===== src/rtl/inst_fetch_unit.sv =====
// Instruction fetch unit: 64x32 program store loaded over ld_*, fetched by pc.
// Optional fetch counter port/logic under `define IFU_FETCH_CNT_EN.
module inst_fetch_unit (
   input  logic        clk,
   input  logic        rst,
   input  logic        ld_valid,
   input  logic [5:0]  ld_addr,
   input  logic [31:0] ld_data,
   output logic        ld_ready,
   input  logic        start,
   input  logic [31:0] pc,
   output logic [31:0] inst,
   output logic        inst_valid,
   output logic        halted,
   output logic        addr_err
`ifdef IFU_FETCH_CNT_EN
   ,
   output logic [15:0] fetch_cnt
`endif
);

   typedef enum logic [1:0] {IDLE, LOAD, RUN, HALT} state_t;

   state_t      state_q, state_d;
   logic [31:0] mem_q [64];
   logic [31:0] inst_q, inst_d;
   logic        valid_q, valid_d;
   logic        err_q, err_d;
   logic        halt_seen;
   logic        fetch_en;
   logic        pc_bad;

   // halt word is on the outputs this cycle; no further fetch is issued
   assign halt_seen = valid_q && (inst_q[31:26] == 6'h3F);
   assign pc_bad    = (|pc[1:0]) || (|pc[31:8]);

   always_ff @(posedge clk or posedge rst) begin
      if (rst) state_q <= IDLE;
      else     state_q <= state_d;
   end

   always_comb begin
      state_d = state_q;
      unique case (state_q)
         IDLE: begin
            if (start)         state_d = RUN;
            else if (ld_valid) state_d = LOAD;
         end
         LOAD: begin
            if (start)          state_d = RUN;
            else if (!ld_valid) state_d = IDLE;
         end
         RUN:     if (halt_seen) state_d = HALT;
         HALT:    if (start)     state_d = IDLE;
         default: state_d = IDLE;
      endcase
   end

   always_comb begin
      ld_ready = (state_q == IDLE) || (state_q == LOAD);
      halted   = (state_q == HALT);
      fetch_en = (state_q == RUN) && !halt_seen;
   end

   always_ff @(posedge clk) begin
      if (ld_valid && ld_ready) mem_q[ld_addr] <= ld_data;
   end

   always_comb begin
      inst_d  = '0;
      valid_d = 1'b0;
      err_d   = err_q;
      if (fetch_en) begin
         valid_d = 1'b1;
         if (pc_bad) err_d  = 1'b1;
         else        inst_d = mem_q[pc[7:2]];
      end
   end

   always_ff @(posedge clk or posedge rst) begin
      if (rst) begin
         inst_q  <= '0;
         valid_q <= 1'b0;
         err_q   <= 1'b0;
      end else begin
         inst_q  <= inst_d;
         valid_q <= valid_d;
         err_q   <= err_d;
      end
   end

   assign inst       = inst_q;
   assign inst_valid = valid_q;
   assign addr_err   = err_q;

`ifdef IFU_FETCH_CNT_EN
   logic [15:0] cnt_q, cnt_d;

   always_comb begin
      cnt_d = cnt_q;
      if (start && (state_q != RUN))
         cnt_d = '0;
      else if (valid_q && (cnt_q != 16'hFFFF))
         cnt_d = cnt_q + 16'd1;
   end

   always_ff @(posedge clk or posedge rst) begin
      if (rst) cnt_q <= '0;
      else     cnt_q <= cnt_d;
   end

   assign fetch_cnt = cnt_q;
`endif

endmodule


===== config.mk =====
export PLATFORM = sky130hd
export DESIGN_NAME = inst_fetch_unit
export DESIGN_NICKNAME = d
export VERILOG_FILES = /design/src/rtl/inst_fetch_unit.sv
export SDC_FILE = /design/constraint.sdc
export NUM_CORES = 2
export LEC_CHECK = 0
export BUFFER_PORTS_ARGS = -buffer_cell sky130_fd_sc_hd__clkbuf_2
export CORE_ASPECT_RATIO = 0.8
export CORE_UTILIZATION = 55
export DETAILED_ROUTE_END_ITERATION = 8
export PLACE_DENSITY = 0.71
export SETUP_SLACK_MARGIN = 0.1
export SYNTH_ARGS = -nofsm -noshare
export SYNTH_HDL_FRONTEND = slang
export SYNTH_SLANG_ARGS = --single-unit

===== constraint.sdc =====
create_clock -name clk -period 10.4 [get_ports clk]
set_input_delay 1.56 -clock clk [delete_from_list [all_inputs] [get_ports clk]]
set_output_delay 1.56 -clock clk [all_outputs]
set_load 0.03 [all_outputs]

==> impl_results.md <==
* Largest vdd supply drop at 0.196 mV
* Initial antenna violation count at 16
* Placement row count at 123
* Drt first pass iters at 5
* Routed Antenna Nets at 0
* Post-layout nets at roughly 3700
* Max clock buf depth at 3
* Initial core utilization at 55.8%
* Iteration-0 DRC Markers at a little over 6000
* CP required at between 10 and 15 ns
* Die width at around 430 um
* Hold Crit Class: flip-flop to flip-flop
* Area contributors post-synth: edfxtp_1, mux4_2, dfrtp_1, a22oi_1, nand2_1
* Grt met2 use at about two fifths
* Area Growth Syn to Fin at 12.0%
* Yosys top cell by area: edfxtp_1
* CTS Hold Bufs at 0
* Worst Path Class, Setup: input pin to flip-flop
* Startpoint type of the worst setup path: input pin
* Worst r2r src: state_q[1]
* Top FF cell, synth: edfxtp_1
* First-pass GRT wire length at between 200000 and 300000 um
* DRC Markers at 0
* Avg WL per Cell at about 36 um
* Vias in the first global route at 37900
* Critical path endpoint category: flip-flop
* Leak at roughly 28 nW
* Status: completed
* Fin util at 62.5%
* Vias/cell at 6.74
* Place WS at between 5 and 6 ns
* M1 GR Usage at between 40% and 50%
* Synth top area share at between 70 and 80%
* Worst slew pin tran at 1.31 ns
* CP Max Fanout at 83
* Crit path cell chain: buf_8 -> buf_12 -> buf_4 -> mux4_2 -> nand2_1 -> nand3_1 -> o2111ai_1 -> o311ai_1
* Fmax at about 230 MHz
* Hold wc startpoint: addr_err
* Cts bufs inserted at around 190
* H-tree Lvls at 4
* GPL Wtd Cong at approximately 0.86
* M3 GR Usage at 7.70%
* Final Slew Violations at 0
* RSZ-0062 raised after global routing: no
* Cell Pwr Density at between 150 and 200 nW/um2
* Worst Setup SP: pc[3]
* Seq/Total Area, Yosys at just under 80%
* Synth cell types at between 40 and 50
* Cell Count Post-Placement at 5335
* Yosys reg bits at between 2000 and 2500
* Grt ovf at 0
* Max_cap viols at 0
* Post-CTS Repair Setup Buffers at 0
* Cts repair resizes at 0
* Input/output buffers at between 100 and 150
* Setup_tns at 0 ns
* EDFF count, synth at 2048
* Post-Route WL at 202000 um
* Die Y at 341 um
* Arrival @ worst endpoint at around 5.0 ns
* CP top delay family: buffers and inverters
* Fin crit period at about 4.4 ns
* Worst Path Buf+Inv at 3
* Via Count at between 30000 and 40000
* Final setup fails at 0
* Final period util at a little over two fifths
* Finished Layout Cells at about 5700
* Fin Clk Skew at around 0.037 ns
* Layout cells sized above 1 at between 20% and 30%
* Die area at roughly 150000 um2
* Largest net degree at the start of global routing at 133
* Total track usage at approximately 28%
* Layout filler cell count at 9201
* I/O pin count at 110
* DPL Wire Length at roughly 110000 um
* Clock-pin slew on the worst setup and hold paths at ~0.060 ns
* GR peak layer: met1
* Worst setup margin at roughly 6 ns
* Synth async-reset ratio at 1.73%
* Slowest cell on crit path: buf_4
* Final Hold Viols at 0
* Slowest Stage Delay on Critical Path at between 0.8 and 0.9 ns
* Synthesis warning total at 0
* Cell Area, Synth at about 79000 um2
* Core Area at 141000 um2
* CTS tree: yes
* Clock root buffer: clkbuf_16
* Post-Syn Instances at 3405
* Relative slew slack at 12.9%
* R2R Setup Slk at roughly 7.1 ns
* Clock Sinks at ~2100
* Skew-Pair Late Insertion Delay at 0.83 ns
* Mean Syn Cell Area at roughly 23 um2
* Post-synthesis net count at 3479
==> logic make-up (layout without fill, tap and decap cells) <==
family | after synthesis | in the layout | share of synthesized area (%)
AOI/OAI and AO/OA | 259 | 259 | 2.34
and+or+nand+nor | 299 | 299 | 1.69
muxes | 566 | 566 | 15.6
buffers and inverters | 197 | 599 | 1.31
other | 0 | 8 | 0
DFF | 2084 | 2084 | 79.1
==> state kept, by name, indices dropped and copies added (netlist names) <==
name	cells
inst_valid	1
state_q	2
addr_err	1
inst	32
mem_q	2048
==> synth_stat cells (23+ instances only) <==
cell      count
a22oi_1      92
buf_2        65
nor2_1       77
mux4_2      529
dfrtp_1      36
buf_4        41
a21oi_1      42
mux2i_1      23
clkbuf_1     64
nand2_1     136
o22ai_1      55
edfxtp_1   2048
==> power breakdown <==
group	internal, mW	switching (mW)
Clock	3.76	3.03
Combinational	0.282	0.580
Sequential	9.26	0.00933
Total	13.3	3.62
==> stage by stage <==
stage / instance area (um2) / power, mW / hold slack [ns]
after floorplan: 78900 / 9.91 / 0.534
after global placement: 82400 / 10.3 / 0.469
after detailed placement: 82400 / 10.3 / 0.477
after CTS: 88400 / 17.0 / 0.491
after global routing: 88400 / 17.3 / 0.514
final: 88400 / 16.9 / 0.496
==> metal layers <==
metal	wire length, um	vias up
met3	26900	343
met1	77400	20300
met2	91700	2696
li1	-	15100
met4	6330	4
met5	19	-
==> placed cells by master, fill, tap and decap left out, types with 14 or more instances in the layout <==
| master | count |
|---|---|
| buf_4 | 133 |
| edfxtp_1 | 2048 |
| nor2_1 | 17 |
| o32ai_1 | 22 |
| a311o_1 | 20 |
| mux2i_1 | 23 |
| clkbuf_1 | 51 |
| nand3_1 | 19 |
| a21oi_1 | 42 |
| mux4_2 | 529 |
| and3_1 | 20 |
| nor2_4 | 57 |
| clkbuf_2 | 105 |
| clkbuf_16 | 190 |
| dfrtp_1 | 36 |
| a22oi_1 | 92 |
| clkinv_2 | 32 |
| mux2_2 | 14 |
| clkinv_1 | 30 |
| nand2_1 | 136 |
| o22ai_1 | 55 |
==> worst reg2reg max path: cells and delay by family (launching register included) <==
| family | cells | cell delay, ns |
|---|---|---|
| buffers and inverters | 2 | 0.74 |
| and+or+nand+nor | 3 | 1.88 |
| DFF | 1 | 0.36 |
==> layout make-up <==
cell class                 count  area (um2)  area share (%)
clock buffer                 249        5060            5.72
multi-input combinational   1124       16000            18.1
inverter                       8        30.0          0.0340
antenna                        8        20.0          0.0226
tap                         1875        2350            2.65
clock inverter                98         945            1.07
sequential                  2084       62400            70.6
timing repair buffer         244        1630            1.84
==> worst paths after layout <==
| kind | cells past startpoint | endpoint |
|---|---|---|
| setup / recovery | 8 | inst[30] |
| hold / removal | 1 | addr_err |
| setup reg to reg | 5 | mem_q[43][17] |
| hold reg to reg | 1 | addr_err |
| max in group asynchronous | 3 | inst[11] |
| min in group asynchronous | 3 | addr_err |
Power figures use the tool's default switching activity.
